[config.mk]
export PLATFORM = sky130hd
export DESIGN_NAME = alu_param_seq
export DESIGN_NICKNAME = d
export VERILOG_FILES = /design/src/rtl/alu_param_seq.sv
export SDC_FILE = /design/constraint.sdc
export NUM_CORES = 1
export LEC_CHECK = 0
export ABC_AREA = 1
export CORE_ASPECT_RATIO = 1.25
export CORE_MARGIN = 4
export CORE_UTILIZATION = 48
export DETAILED_ROUTE_END_ITERATION = 10
export MAX_ROUTING_LAYER = met4
export PLACE_DENSITY = 0.69
export SLEW_MARGIN = 15
export SYNTH_ARGS = -nofsm -noshare
export SYNTH_HDL_FRONTEND = slang
export SYNTH_SLANG_ARGS = --single-unit
[constraint.sdc]
create_clock -name clock -period 3.9 [get_ports clock]
set_clock_uncertainty 0.1 [all_clocks]
set_input_delay 0.39 -clock clock [delete_from_list [all_inputs] [get_ports clock]]
set_output_delay 0.39 -clock clock [all_outputs]
set_load 0.02 [all_outputs]
[src/rtl/alu_param_seq.sv]
// Purpose: handshaked WIDTH/half-width ALU with registered Z|C|N|V flags and iterative shifts/rotates.
// Latency: non-shift ops and zero-amount shifts in 1 cycle; shifts/rotates take exactly shamt cycles.
// Backpressure: result held in HOLD until out_ready; in_ready only in IDLE, so no overlap of ops.
module alu_param_seq #(
    parameter int WIDTH   = 32,
    parameter int SHAMT_W = $clog2(WIDTH) + 1
) (
    input  logic               clock,
    input  logic               reset_n,
    input  logic               in_valid,
    output logic               in_ready,
    input  logic [4:0]         fun_sel,
    input  logic [WIDTH-1:0]   input_a,
    input  logic [WIDTH-1:0]   input_b,
    input  logic [SHAMT_W-1:0] shamt,
    input  logic               cin_load,
    input  logic               cin_value,
    output logic               out_valid,
    input  logic               out_ready,
    output logic [WIDTH-1:0]   alu_out,
    output logic [3:0]         flags
);

    localparam int HALF  = WIDTH / 2;
    localparam int IDX_W = $clog2(WIDTH);

    typedef enum logic [1:0] {IDLE, SHIFT, HOLD} state_t;

    state_t             state;
    logic [WIDTH-1:0]   work;
    logic [SHAMT_W-1:0] cnt;
    logic               wc;
    logic [3:0]         op_q;
    logic               half_q;
    logic               z_q, c_q, n_q, v_q;

    // Sign-extend the active half-width result when operating in half mode.
    function automatic logic [WIDTH-1:0] sext(input logic [WIDTH-1:0] r, input logic half);
        return half ? {{HALF{r[HALF-1]}}, r[HALF-1:0]} : r;
    endfunction

    // One position of shift/rotate within the active width; returns {carry, value}.
    function automatic logic [WIDTH:0] shift_step(input logic [WIDTH-1:0] w, input logic c,
                                                  input logic [3:0] op, input logic half);
        logic [WIDTH-1:0] r;
        logic             co;
        logic [IDX_W-1:0] m;
        m  = half ? IDX_W'(HALF - 1) : IDX_W'(WIDTH - 1);
        r  = w;
        co = c;
        case (op)
            4'hB: begin co = w[m]; r = w << 1; end
            4'hC: begin co = w[0]; r = w >> 1; r[m] = 1'b0; end
            4'hD: begin co = w[0]; r = w >> 1; r[m] = w[m]; end
            4'hE: begin co = w[m]; r = {w[WIDTH-2:0], c}; end
            4'hF: begin co = w[0]; r = w >> 1; r[m] = c; end
            default: ;
        endcase
        return {co, r};
    endfunction

    logic [3:0]         op;
    logic               half;
    logic               c_eff;
    logic               is_shift;
    logic [SHAMT_W-1:0] sh_sat;
    logic [WIDTH-1:0]   a_m, b_m, raw, res;
    logic [WIDTH:0]     sum;
    logic [IDX_W-1:0]   m_in;
    logic               c_new, v_new;
    logic [WIDTH-1:0]   step_w, step_res;
    logic               step_c;

    assign op        = fun_sel[3:0];
    assign half      = ~fun_sel[4];
    assign c_eff     = cin_load ? cin_value : c_q;
    assign is_shift  = (op >= 4'hB);
    assign sh_sat    = (shamt > SHAMT_W'(WIDTH)) ? SHAMT_W'(WIDTH) : shamt;
    assign in_ready  = (state == IDLE) && reset_n;
    assign flags     = {z_q, c_q, n_q, v_q};
    assign {step_c, step_w} = shift_step(work, wc, op_q, half_q);
    assign step_res  = sext(step_w, half_q);

    // Single-cycle datapath for the request currently presented in IDLE.
    always_comb begin
        a_m   = half ? {{HALF{1'b0}}, input_a[HALF-1:0]} : input_a;
        b_m   = half ? {{HALF{1'b0}}, input_b[HALF-1:0]} : input_b;
        m_in  = half ? IDX_W'(HALF - 1) : IDX_W'(WIDTH - 1);
        sum   = {1'b0, a_m} + {1'b0, b_m} + {{WIDTH{1'b0}}, (op == 4'h5) ? c_eff : 1'b0};
        raw   = a_m;
        c_new = c_eff;
        v_new = 1'b0;
        case (op)
            4'h0: raw = a_m;
            4'h1: raw = b_m;
            4'h2: raw = ~a_m;
            4'h3: raw = ~b_m;
            4'h4, 4'h5: begin
                raw   = sum[WIDTH-1:0];
                c_new = half ? sum[HALF] : sum[WIDTH];
                v_new = (a_m[m_in] == b_m[m_in]) && (raw[m_in] != a_m[m_in]);
            end
            4'h6: begin
                raw   = a_m - b_m;
                c_new = (a_m >= b_m);
                v_new = (a_m[m_in] != b_m[m_in]) && (raw[m_in] != a_m[m_in]);
            end
            4'h7: raw = a_m & b_m;
            4'h8: raw = a_m | b_m;
            4'h9: raw = a_m ^ b_m;
            4'hA: raw = ~(a_m & b_m);
            default: raw = a_m;
        endcase
        res = sext(raw, half);
    end

    // Control FSM: accept in IDLE, iterate shifts in SHIFT, present result in HOLD.
    always_ff @(posedge clock) begin
        if (!reset_n) begin
            state     <= IDLE;
            alu_out   <= '0;
            out_valid <= 1'b0;
            z_q       <= 1'b0;
            c_q       <= 1'b0;
            n_q       <= 1'b0;
            v_q       <= 1'b0;
            cnt       <= '0;
            work      <= '0;
            wc        <= 1'b0;
            op_q      <= '0;
            half_q    <= 1'b0;
        end else begin
            case (state)
                IDLE: begin
                    if (cin_load) c_q <= cin_value;
                    if (in_valid) begin
                        if (is_shift && (sh_sat != '0)) begin
                            work   <= a_m;
                            cnt    <= sh_sat;
                            wc     <= c_eff;
                            op_q   <= op;
                            half_q <= half;
                            state  <= SHIFT;
                        end else begin
                            alu_out   <= res;
                            z_q       <= (res == '0);
                            c_q       <= c_new;
                            n_q       <= res[WIDTH-1];
                            v_q       <= v_new;
                            out_valid <= 1'b1;
                            state     <= HOLD;
                        end
                    end
                end
                SHIFT: begin
                    work <= step_w;
                    wc   <= step_c;
                    cnt  <= cnt - SHAMT_W'(1);
                    if (cnt == SHAMT_W'(1)) begin
                        alu_out   <= step_res;
                        z_q       <= (step_res == '0);
                        c_q       <= step_c;
                        n_q       <= step_res[WIDTH-1];
                        v_q       <= 1'b0;
                        out_valid <= 1'b1;
                        state     <= HOLD;
                    end
                end
                HOLD: begin
                    if (out_ready) begin
                        out_valid <= 1'b0;
                        state     <= IDLE;
                    end
                end
                default: state <= IDLE;
            endcase
        end
    end

endmodule

==> results of run 1 <==
-- per-stage QoR --
stage	worst slack, ps	power, W	hold slack (ps)	instance area (um^2)	setup TNS, ps
detailed placement	-62.2	0.00296	356	14600	-62.2
global placement	-60.6	0.00295	354	14600	-60.6
finish	157	0.00392	364	14900	0
global route	35.2	0.00415	388	14900	0
CTS	279	0.00388	366	14900	0
floorplan	1010	0.00217	345	12500	0
-- metal layers --
metal | vias up | global-route usage, % | wire [um]
li1 | 7835 | - | -
met1 | 7573 | 49.6 | 22000
met2 | 1004 | 62.1 | 25500
met3 | 167 | 4.87 | 6320
met4 | 0 | 14.3 | 2420
met5 | - | - | 0
-- flip-flops by register name (all words and copies together), names as in the netlist --
signal,count
v_q,1
work,32
cnt,6
state,2
wc,1
alu_out,32
c_q,1
op_q,4
out_valid,1
half_q,1
z_q,1
-- repair_timing --
item                       in CTS  in global routing
gates resized for setup         0                  1
setup endpoints to repair       0                  1
buffers inserted                0                  0
-- power breakdown --
| part | internal (W) | total [W] | leakage (nW) | switching [W] |
|---|---|---|---|---|
| registers | 0.000928 | 0.000991 | 0.671 | 0.0000630 |
| clock network | 0.000573 | 0.000908 | 0.158 | 0.000335 |
| logic | 0.000719 | 0.00202 | 6.99 | 0.00131 |
-- synthesized netlist by cell type --
library cell    n
nand2_1       797
inv_1         381
nand3_1       222
nor2_1        205
o21ai_0       102
ha_1           98
a21oi_1        83
dfxtp_1        82
o221ai_1       55
buf_2          47
clkbuf_1       35
nand4_1        28
nor3_1         28
a31oi_1        27
o22ai_1        26
nor4_1         15
o211ai_1       15
o21bai_1       12
buf_4          11
o2111ai_1      10
a211oi_1        7
buf_1           6
or2_2           6
inv_2           5
nand2_2         5
nand3b_1        5
fa_1            3
o21ai_1         3
a22oi_1         2
buf_6           2
clkinv_1        2
nor3b_1         2
o21a_1          2
xnor2_1         2
a21boi_0        1
a221oi_1        1
a41oi_1         1
and2_1          1
clkbuf_2        1
mux2i_1         1
nand3_2         1
nor2_2          1
o31ai_1         1
xor2_1          1
-- how the worst max path moves through the flow --
stage | end | slack [ps]
after floorplan | z_q | 1010
after CTS | z_q | 280
after global placement | z_q | -60
final | z_q | 160
after global routing | z_q | 40
after detailed placement | z_q | -60
-- worst max-delay path, cell delays in order --
cell and delay [ps]:
clkdlybuf4s50_1 530, buf_4 160, buf_4 150, nand2_1 100
ha_1 430, nor2_1 280, nand2_1 150, nor3_1 450
nand3_1 250, nand3_1 140, nand2_1 50, nand3_1 160
nand3_1 120, nand2_1 110, nand2_1 60, inv_1 50
nand2_1 40, nor2_1 90, nand3_1 80, a21oi_1 120
-- kinds of logic (layout without fill, tap and decap cells) --
| kind of cell | count (synthesis) | after routing | synth area share [%] |
|---|---|---|---|
| AND/OR/NAND/NOR | 1316 | 1316 | 43.4 |
| buffers and inverters | 490 | 642 | 15.6 |
| AO/OA/AOI/OAI | 348 | 348 | 17.3 |
| adder cells (fa/ha/maj) | 101 | 101 | 10.3 |
| flip-flops | 82 | 82 | 13.1 |
| XOR/XNOR | 3 | 3 | 0.210 |
| multiplexers | 1 | 1 | 0.0801 |
| other | 0 | 1 | 0 |
-- cell type report --
cell class              count  area share [%]
diodes                      1          0.0168
clock buffers              10            1.61
clock inverters             5           0.530
inverters                 388            9.78
multi-input cells        1769            60.0
flip-flops and latches     82            11.0
well taps                 335            2.82
repair buffers            239            14.2
==> qor.yml, run 1 <==
outcome:
  outcome: "finished clean"
clock_tree:
  cts.htree.levels: 3
  cts-root-buf: "clkbuf_16"
  cts_buffer_depth: 2
  clock_latency_ps: 340
  clk_pin_slew_ps: 60
  numCtsBuffers: 9
  cts_tree: "yes"
  hold_buffers: 0
  cts.sinks: 82
cells_and_area:
  multi_input_area_um2: 8940
  fin_nets: 2671
  final_cell_mix: "nand2_1 (797), inv_1 (381), nand3_1 (222)"
  fin_util_pct: 58.5
  layout-drive-gt1-share_pct: 6.54
  ff_latch_area_um2: 1640
  fillers: 2677
  area_growth_syn_to_layout_pct: 19.0
  layoutNonFillerInstCount: 2829
  final_common_cell: "nand2_1"
timing:
  finalSetupViolations: 0
  maxSlewHeadroom_pct: 16.5
  rsz0062_at_grt: "false"
  period_needed_ps: 3740
  fmax_ghz: 0.267
  tightest_slew_ps: 1250
  finalHoldViolations: 0
  period_share_pct: 96.0
  maxSlewViolCount: 0
synthesis:
  yosysSeqAreaShare_pct: 13.1
  synth.largest_area_cell: "nand2_1"
  ys_warn_count: 0
  synth-seq-cells: 82
  avgSynthCellArea_um2: 5.34
  synth.net_count: 2523
  syn_inst: 2341
  yosysTopAreaCellShare_pct: 23.9
  syn-cell-area_um2: 12500
  synthDistinctLibCells: 44
  synth.area.top_cells: "nand2_1 (24%), dfxtp_1 (13%), inv_1 (11%)"
hold_path:
  hold_depth: 2
  hp-start: "alu_out[26]"
  min_to: "alu_out[26]"
  min_path_type: "flip-flop to flip-flop"
placed_design:
  placed_cells: 2813
  gp_congestion: 1.12
  dpl.hpwl_mm: 45.4
  portBuffers: 118
setup_path:
  r2r_start: "c_q"
  r2r_cells: 22
  arrival_ps: 3920
  worstPathMaxFanout: 8
  end_kind: "flip-flop"
  startpoint: "fun_sel[4]"
  regToRegSetupSlack_ps: 390
  worstPathRequired_ps: 4070
  r2r-end: "z_q"
  crit_type: "primary input to flip-flop"
  start_kind: "primary input"
drt:
  drt-total-wl_mm: 56.2
  drtAntennaViolNets: 0
  num_vias: 16600
  wl_per_cell_um: 19.9
  drt_iter0_drc: 1689
  drcViolationCount: 0
  drtPass1Iterations: 8
  vias_per_cell: 5.86
global_routing:
  antenna_found_initial: 1
  first_global_vias: 15500
  overflow: 0
  grt_max_degree: 57
  grtUsageTotal_pct: 38.5
  grt_pass1_wl_mm: 85.8
floorplanning:
  die_h_um: 188
  io_pins: 119
  die-area_um2: 28700
  start_util_pct: 49.1
  chipWidth_um: 152
  num_rows: 65
  core_um2: 25500
flow_run:
  drv_cap: 0
pwr:
  ir_drop_mv: 0.360
  power_density_nw_per_um2: 264
  leakage_nw: 7.82
Power figures use the tool's default switching activity.
==> run 2, diff against run 1 <==
CELL_PAD_IN_SITES_DETAIL_PLACEMENT = 0   (was unset)
CELL_PAD_IN_SITES_GLOBAL_PLACEMENT = 1   (was unset)
CORE_UTILIZATION = 40   (was 48)
PLACE_DENSITY = 0.83   (was 0.69)
==> run 2 against run 1 <==
  * Fmax is 1.4% higher
  * Sequential share of layout area is 0.50 points lower
  * Die area is 19% higher
  * Register-to-register slack better by 60 ps
  * Clock power is 13% lower
  * Global-route usage is 3.4 points lower
  * Worst hold slack worse by 0.77 ps
  * Cell count is 5.5% higher
  * Utilization is 8.0 points lower
  * Critical path type unchanged
  * Highest routed layer unchanged
==> qor.yml, run 2 (synthesis gave the netlist of run 1 again) <==
cells_and_area:
  antenna_cells: 0
  layoutNonFillerInstCount: 2985
  fin_nets: 2755
  reg.largest.list: "alu_out (32), work (32), cnt (6)"
  final_cell_mix: "nand2_1 (797), inv_1 (380), nand3_1 (222)"
  layout-drive-gt1-share_pct: 9.62
  area_growth_syn_to_layout_pct: 24.6
  fin_util_pct: 50.4
  finalInstanceArea_um2: 15600
  final_common_cell: "nand2_1"
drt:
  drtAntennaViolNets: 0
  drtPass1Iterations: 6
  drcViolationCount: 0
  vias_per_cell: 5.54
  drt-total-wl_mm: 60.8
  wl_per_cell_um: 20.4
  num_vias: 16500
  drt_iter0_drc: 1682
setup_path:
  cpPeakStageDelay_ps: 580
  worstPathMaxFanout: 24
  crit_type: "primary input to flip-flop"
  crit_top_cell: "nand2_1"
  crit_slowest_cell: "clkdlybuf4s50_1"
  worstPathRequired_ps: 4080
  end_kind: "flip-flop"
  start_kind: "primary input"
  cp_cell_sequence: "clkdlybuf4s50_1 > buf_12 > nand2_1 > ha_1 > nor2_1 > inv_1 > nor3_2 > and2_1 > nand2_1 > nand2_1 > nand2_1 > nand3_1 > nand3_1 > nand2_1 > nand3_1 > nor2_1 > nand3_1 > a21oi_1"
  arrival_ps: 3870
timing:
  period_needed_ps: 3690
  maxSlewViolCount: 0
  rsz0062_at_grt: "false"
  finalSetupViolations: 0
  period_share_pct: 94.6
  tightest_slew_ps: 895
  finalHoldViolations: 0
  maxSlewHeadroom_pct: 40.3
  fmax_ghz: 0.271
global_routing:
  antenna_found_initial: 0
  met1_usage_pct: 45.2
  grtUsageTotal_pct: 35.2
  grt_pass1_wl_mm: 90.9
  grt_max_degree: 58
  use_met2_pct: 58.0
  first_global_vias: 15700
  overflow: 0
  grtUsageMet3_pct: 3.11
  grt.busiest_layer: "met2"
placed_design:
  gp_congestion: 1.05
  portBuffers: 118
  dpl.hpwl_mm: 49.9
  placed_area_um2: 15300
  placed_cells: 2969
flow_run:
  drv_cap: 0
pwr:
  leakage_nw: 8.21
  ir_drop_mv: 0.394
  power_density_nw_per_um2: 253
clock_tree:
  cts.htree.levels: 3
  clk_pin_slew_ps: 60
  numCtsBuffers: 9
  cts_buffer_depth: 2
  cts.sinks: 82
  cts_tree: "yes"
  clock_latency_ps: 350
  cts-root-buf: "clkbuf_16"
floorplanning:
  die-area_um2: 34200
  core_um2: 30900
  io_pins: 119
  start_util_pct: 40.5
  chipWidth_um: 166
  die_h_um: 206
  num_rows: 72
hold_path:
  min_path_type: "flip-flop to flip-flop"
outcome:
  outcome: "finished clean"
run 2: path summary, 6_finish.rpt:
path	start	cells past startpoint	end	slack, ps
hold / removal	alu_out[26]	2	alu_out[26]	360
setup / recovery	fun_sel[4]	18	z_q	210
hold reg to reg	alu_out[26]	2	alu_out[26]	360
setup reg to reg	c_q	20	z_q	450
run 2: through the flow:
step                worst slack [ps]  hold WS, ps  setup TNS, ps  power (W)
floorplan                       1010          345              0    0.00217
global placement                -170          356           -320    0.00311
detailed placement              -174          360           -322    0.00312
CTS                              186          369              0    0.00392
global route                    10.0          389              0    0.00417
finish                           209          364              0    0.00394
run 2: repair_timing:
item                                    in CTS  in global routing
resized for setup                            0                  3
endpoints found under the setup margin       0                  2
endpoints found under the hold margin        0                  0
hold buffers                                 0                  0
buffers inserted                             0                  0
run 2: metal layers:
metal	vias to the layer above	share of wire, %
met5	-	0
met2	768	46
met4	0	3.9
li1	8008	-
met1	7634	42
met3	117	8.4
run 2: area by class of cell:
type / instances / area (um^2)
repair buffers: 323 / 2770
well taps: 407 / 509
multi-input cells: 1769 / 8940
clock inverters: 5 / 30.0
clock buffers: 11 / 243
inverters: 388 / 1460
fillers: 3406 / 15300
flip-flops and latches: 82 / 1640
run 2: critical path: cells and delay by family:
| family | cells | cell delay, ps |
|---|---|---|
| compound gates | 1 | 140 |
| fa+ha+maj | 1 | 460 |
| buf+inv | 3 | 900 |
| simple gates | 13 | 1950 |
run 2: report_power, final:
part           leakage [nW]  total (W)  switching (W)  internal (W)
registers             0.671   0.000990      0.0000618      0.000928
clock network         0.131   0.000792       0.000347      0.000445
logic                  7.40    0.00216        0.00136      0.000804
total                  8.21    0.00394        0.00176       0.00218
